$ cat src/rtl/line_responder_if.sv
// Cache-side line port plus narrow memory-side beat bus for line_responder.
interface line_responder_if #(
  parameter int LINES_W    = 128,
  parameter int MEM_W      = 32,
  parameter int EXT_ADDR_W = 26
);
  localparam int BEATS      = LINES_W / MEM_W;
  localparam int MEM_ADDR_W = EXT_ADDR_W + $clog2(BEATS);

  logic                  ext_read_rq;
  logic                  ext_write_rq;
  logic [EXT_ADDR_W-1:0] ext_address;
  logic [LINES_W-1:0]    ext_write_data;
  logic [LINES_W-1:0]    ext_read_data;
  logic                  ext_rq_finished;

  logic                  mem_req;
  logic                  mem_we;
  logic [MEM_ADDR_W-1:0] mem_addr;
  logic [MEM_W-1:0]      mem_wdata;
  logic                  mem_ack;
  logic [MEM_W-1:0]      mem_rdata;

  // responder side: serves the cache and drives the memory bus
  modport slave (
    input  ext_read_rq, ext_write_rq, ext_address, ext_write_data, mem_ack, mem_rdata,
    output ext_read_data, ext_rq_finished, mem_req, mem_we, mem_addr, mem_wdata
  );

  // requester/memory-model side
  modport master (
    output ext_read_rq, ext_write_rq, ext_address, ext_write_data, mem_ack, mem_rdata,
    input  ext_read_data, ext_rq_finished, mem_req, mem_we, mem_addr, mem_wdata
  );
endinterface

$ cat src/rtl/line_responder.sv
// Splits one line read/write into BEATS single-outstanding memory beats; finish pulse 1+BEATS+waits after accept.
// Stalls on mem_ack (mem_req held with stable addr/we); cache request is only sampled in IDLE.
module line_responder #(
  parameter int LINES_W    = 128,
  parameter int MEM_W      = 32,
  parameter int EXT_ADDR_W = 26
) (
  input  logic             clk,
  input  logic             rst_n,
  line_responder_if.slave  bus
);
  localparam int BEATS  = LINES_W / MEM_W;
  localparam int BEAT_W = $clog2(BEATS);

  typedef enum logic [1:0] {
    S_IDLE = 2'd0,
    S_XFER = 2'd1,
    S_DONE = 2'd2
  } state_t;

  state_t                r_state;
  state_t                w_state_nxt;
  logic [EXT_ADDR_W-1:0] r_addr;
  logic                  r_we;
  logic [BEAT_W-1:0]     r_beat;
  logic [LINES_W-1:0]    r_wline;
  logic [LINES_W-1:0]    r_rline;

  logic                  w_accept;
  logic                  w_ack;
  logic                  w_last;

  assign w_accept = (r_state == S_IDLE) && (bus.ext_read_rq || bus.ext_write_rq);
  assign w_ack    = (r_state == S_XFER) && bus.mem_ack;
  assign w_last   = (r_beat == BEAT_W'(BEATS - 1));

  always_ff @(posedge clk) begin
    if (!rst_n) begin
      r_state <= S_IDLE;
    end else begin
      r_state <= w_state_nxt;
    end
  end

  always_comb begin
    w_state_nxt = r_state;
    case (r_state)
      S_IDLE:  if (w_accept) w_state_nxt = S_XFER;
      S_XFER:  if (w_ack && w_last) w_state_nxt = S_DONE;
      S_DONE:  w_state_nxt = S_IDLE;
      default: w_state_nxt = S_IDLE;
    endcase
  end

  // Write wins when both requests are up; the latched line feeds the write beats.
  always_ff @(posedge clk) begin
    if (!rst_n) begin
      r_addr  <= '0;
      r_we    <= 1'b0;
      r_beat  <= '0;
      r_wline <= '0;
      r_rline <= '0;
    end else begin
      if (w_accept) begin
        r_addr  <= bus.ext_address;
        r_we    <= bus.ext_write_rq;
        r_wline <= bus.ext_write_data;
        r_beat  <= '0;
      end else if (w_ack && !w_last) begin
        r_beat <= r_beat + 1'b1;
      end
      if (w_ack && !r_we) begin
        r_rline[int'(r_beat)*MEM_W +: MEM_W] <= bus.mem_rdata;
      end
    end
  end

  always_comb begin
    bus.mem_req         = (r_state == S_XFER);
    bus.ext_rq_finished = (r_state == S_DONE);
    bus.mem_we          = r_we;
    bus.mem_addr        = {r_addr, r_beat};
    bus.mem_wdata       = r_wline[int'(r_beat)*MEM_W +: MEM_W];
    bus.ext_read_data   = r_rline;
  end
endmodule

$ cat src/flat_wrapper.sv
// flat-port wrapper written by rule: the top's interface ports become plain ports
module line_responder_flat 
#(
  parameter int LINES_W    = 128,
  parameter int MEM_W      = 32,
  parameter int EXT_ADDR_W = 26
)
  (clk, rst_n, bus_ext_read_rq, bus_ext_write_rq, bus_ext_address, bus_ext_write_data, bus_mem_ack, bus_mem_rdata, bus_ext_read_data, bus_ext_rq_finished, bus_mem_req, bus_mem_we, bus_mem_addr, bus_mem_wdata);
  line_responder_if #(.LINES_W(LINES_W), .MEM_W(MEM_W), .EXT_ADDR_W(EXT_ADDR_W)) bus_i ();
  input  logic clk;
  input  logic rst_n;
  input wire logic [$bits(bus_i.ext_read_rq)-1:0] bus_ext_read_rq;
  input wire logic [$bits(bus_i.ext_write_rq)-1:0] bus_ext_write_rq;
  input wire logic [$bits(bus_i.ext_address)-1:0] bus_ext_address;
  input wire logic [$bits(bus_i.ext_write_data)-1:0] bus_ext_write_data;
  input wire logic [$bits(bus_i.mem_ack)-1:0] bus_mem_ack;
  input wire logic [$bits(bus_i.mem_rdata)-1:0] bus_mem_rdata;
  output wire logic [$bits(bus_i.ext_read_data)-1:0] bus_ext_read_data;
  output wire logic [$bits(bus_i.ext_rq_finished)-1:0] bus_ext_rq_finished;
  output wire logic [$bits(bus_i.mem_req)-1:0] bus_mem_req;
  output wire logic [$bits(bus_i.mem_we)-1:0] bus_mem_we;
  output wire logic [$bits(bus_i.mem_addr)-1:0] bus_mem_addr;
  output wire logic [$bits(bus_i.mem_wdata)-1:0] bus_mem_wdata;
  assign bus_i.ext_read_rq = bus_ext_read_rq;
  assign bus_i.ext_write_rq = bus_ext_write_rq;
  assign bus_i.ext_address = bus_ext_address;
  assign bus_i.ext_write_data = bus_ext_write_data;
  assign bus_i.mem_ack = bus_mem_ack;
  assign bus_i.mem_rdata = bus_mem_rdata;
  assign bus_ext_read_data = bus_i.ext_read_data;
  assign bus_ext_rq_finished = bus_i.ext_rq_finished;
  assign bus_mem_req = bus_i.mem_req;
  assign bus_mem_we = bus_i.mem_we;
  assign bus_mem_addr = bus_i.mem_addr;
  assign bus_mem_wdata = bus_i.mem_wdata;
  line_responder #(.LINES_W(LINES_W), .MEM_W(MEM_W), .EXT_ADDR_W(EXT_ADDR_W)) u_core (.clk(clk), .rst_n(rst_n), .bus(bus_i));
endmodule
$ cat config.mk
export PLATFORM = sky130hd
export DESIGN_NAME = line_responder_flat
export DESIGN_NICKNAME = d
export VERILOG_FILES = /design/src/rtl/line_responder_if.sv /design/src/rtl/line_responder.sv /design/src/flat_wrapper.sv
export SDC_FILE = /design/constraint.sdc
export NUM_CORES = 1
export LEC_CHECK = 0
export CAP_MARGIN = 10
export CORE_MARGIN = 2
export CORE_UTILIZATION = 51
export CTS_CLUSTER_SIZE = 20
export DETAILED_ROUTE_END_ITERATION = 10
export PLACE_DENSITY = 0.85
export SETUP_SLACK_MARGIN = 0.4
export SYNTH_ARGS = -nofsm -noshare
export SYNTH_HDL_FRONTEND = slang
export SYNTH_SLANG_ARGS = --single-unit
$ cat constraint.sdc
create_clock -name clk -period 3.5 [get_ports clk]
set_clock_uncertainty 0.05 [all_clocks]
set_input_delay 0.7 -clock clk [delete_from_list [all_inputs] [get_ports clk]]
set_output_delay 0.7 -clock clk [all_outputs]
set_load 0.03 [all_outputs]
==> summary.md <==
| Metric | Value |
|---|---|
| Largest net degree at the start of global routing | 143 |
| Power Dens Cells | 448 nW/um^2 |
| Post-synth EDFFs | 0 |
| Synth unique cells | 32 |
| Critical Path, Cell by Cell | buf_4, mux4_2, clkdlybuf4s50_1 |
| Critical-path maximum fanout | 14 |
| Area Overhead vs Synth | 37.3% |
| Post-Syn Nets | 1549 |
| Mean post-synth cell area | 9.39 um^2 |
| # rows | 57 |
| Status | complete, no violations |
| Maximum clock frequency | 333 MHz |
| Synth Register Bits | approximately 290 |
| Max cap viols | 0 |
| Port bufs | approximately 380 |
| DRT Pass-1 Iters | 5 |
| CP max stage cell | clkdlybuf4s50_1 |
| Die X | 162 um |
| CP Data Arrival Time | 2.25 ns |
| Clock Tree Buf Depth | 3 |
| Initial antenna violation count | 4 |
| Prevailing post-synth register cell | dfxtp_1 |
| DRC violations left | 0 |
| CTS tree | done |
| Sequential share of the synthesized area | 45.2% |
| Max transition margin | around half |
| Nets | around 1800 |
| Gate Count Post-Synth | 1352 |
| Die H | 162 um |
| Filler cells | 1818 |
| Clock latency on the worst-skew pair | 0.54 ns |
| Postcts setup bufs | 0 |
| Initial core utilization | 52.1% |
| Tightest Hold Check Type | reg2reg |
| Via count | 11400 |
| Cts bufs inserted | 31 |
| Full die area | 26200 um^2 |
| Vias in the first global route | 11200 |
| WL/cell | 19.5 um |
| Placed cells | 1931 |
| Fin. max-slew vios | 0 |
| IO Count | 382 |
| GRT Resource Usage Total | 28.4% |
| Worst-path clk slew | 0.06 ns |
| CTS H-tree lvls | 1 |
| Ys Warns | 0 |
| Non-filler cells, final | 1988 |
| Total grt overflow | 0 |
| Area contributors post-synth | dfxtp_1 (45%), nand3_1 (11%), mux2i_1 (10%) |
| Routed WL | 38800 um |
| Setup TNS | 0 ns |
| Leading area contributor after synthesis | dfxtp_1 |
| # setup viols final | 0 |
| Post-Syn Area | 12700 um^2 |
| CP peak stage delay | 0.61 ns |
| GP Congestion | a little under 0.9 |
| Share of the synthesized area in the top cell type | between 40% and 50% |
| Final Cycle Share | between 80 and 90% |
| CORE AREA | 24400 um^2 |
| ANT nets after route | 0 |
| Root buf cell | clkbuf_16 |
| Worst slew pin tran | between 0.7 and 0.8 ns |
| Layout cells sized above 1 | slightly below 7% |
| Global-route wire length before repair | 60300 um |
| Final HPWL from detailed placement | 26000 um |
| Critical Path RT | 2.75 ns |
| Kind of critical path | reg2out |
| Tmin final | 3.00 ns |
| Clock sinks | roughly 290 |
| VDD IR max | 0.389 mV |
| RSZ-0062 raised after global routing | false |
| Asr flop ratio synth | 0% |
| CP Capture Type | output pin |
| LEAKAGE | 0.00695 uW |
| Initial DRC Count | roughly 1100 |
| Worst Setup Start Kind | register |
| Drt via density | 5.71 |
| Final hold viol count | 0 |
final timing paths:
| kind | startpoint | end | slack, ns | depth (start not counted) |
|---|---|---|---|---|
| max | u_core.r_beat[1]$_SDFFE_PP0P_ | bus_mem_wdata[26] | 0.50 | 3 |
| min reg2reg | u_core.bus.ext_read_data[85]$_SDFFE_PN0P_ | u_core.bus.ext_read_data[85]$_SDFFE_PN0P_ | 0.41 | 2 |
| min | u_core.bus.ext_read_data[85]$_SDFFE_PN0P_ | u_core.bus.ext_read_data[85]$_SDFFE_PN0P_ | 0.41 | 2 |
| max reg2reg | u_core.r_beat[0]$_SDFFE_PP0P_ | u_core.bus.ext_read_data[41]$_SDFFE_PN0P_ | 0.94 | 7 |
flip-flops by register name, summed over array words and instances (netlist names):
register and flops:
u_core.r_addr 26, u_core.bus.mem_we 1, u_core.r_state 2, u_core.bus.ext_read_data 128, u_core.r_beat 2, u_core.r_wline 128
per-layer routing:
layer | GRT usage [%] | vias up | routed length (um)
met5 | 0 | - | 0
met4 | 12.1 | 0 | 1560
met1 | 34.5 | 5430 | 15200
met2 | 48.1 | 459 | 18800
met3 | 6.97 | 88 | 3230
li1 | - | 5379 | -
where the power goes:
group / switching (uW) / internal (uW) / leakage (uW)
Sequential: 83.8 / 3420 / 0.00234
Combinational: 601 / 510 / 0.00412
Clock: 1290 / 1910 / 0.000489
Total: 1970 / 5840 / 0.00695
layout by cell type, fill, tap and decap left out, types with 2 or more instances in the layout:
cell,n
nand3_1,282
o21ai_0,155
buf_4,10
clkbuf_8,7
nand2_1,132
bufinv_16,2
dlygate4sd2_1,24
diode_2,4
buf_12,11
clkdlybuf4s50_1,356
ha_1,6
mux4_2,32
a21boi_1,19
nand2_4,4
and3_1,2
dfxtp_1,285
inv_1,3
clkinv_2,3
a21boi_0,137
or2_4,2
nor3b_4,2
nor2b_1,4
mux2i_1,128
clkbuf_16,31
dfxtp_4,2
nor2_4,2
clkbuf_1,9
worst max-delay path: cells and delay by family (launching register included):
family   cells  cell delay (ns)
flops        1             0.47
mux          1             0.34
buf+inv      2             0.88
per-stage QoR:
step                hold slack [ns]  total power [uW]  instance area (um^2)  utilization [%]  worst slack [ns]
global placement              0.395              4660                 16500             67.5             0.732
global route                  0.427              8100                 17400             71.5             0.443
finish                        0.407              7810                 17400             71.5             0.499
CTS                           0.409              7850                 17400             71.5             0.483
detailed placement            0.402              4690                 16500             67.5             0.729
floorplan                     0.399              4180                 12700                -              1.00
timing repair:
action,in CTS,in global routing
resized for setup,26,0
endpoints found under the setup margin,32,0
hold buffers,0,0
layout make-up:
type	instances	area (um^2)	share of cell area, %
antenna	4	10.0	0.0574
clock buffer	47	906	5.19
clock inverter	6	86.3	0.495
inverter	3	11.3	0.0646
multi-input combinational	915	6180	35.5
sequential	287	5750	33.0
tap	324	405	2.32
timing repair buffer	402	4080	23.4
synth_stat cells (all sizes together) (2+ instances only):
cell / n
inv: 3
nor3b: 3
mux4: 32
or2: 2
nand2: 136
ha: 6
nor2: 2
clkbuf: 62
o21ai: 155
buf: 85
nor2b: 4
and3: 2
dfxtp: 287
mux2i: 128
and4bb: 2
a21boi: 156
nand3: 282
cell families after synthesis:
| family | Yosys count | synth area share, % |
|---|---|---|
| mux | 161 | 15.9 |
| fa+ha+maj | 6 | 0.591 |
| simple gates | 436 | 16.8 |
| compound gates | 311 | 15.3 |
| buf+inv | 150 | 6.16 |
| flops | 287 | 45.2 |
| xor+xnor | 1 | 0.0690 |
No activity file was read; power rests on OpenSTA's default activity.
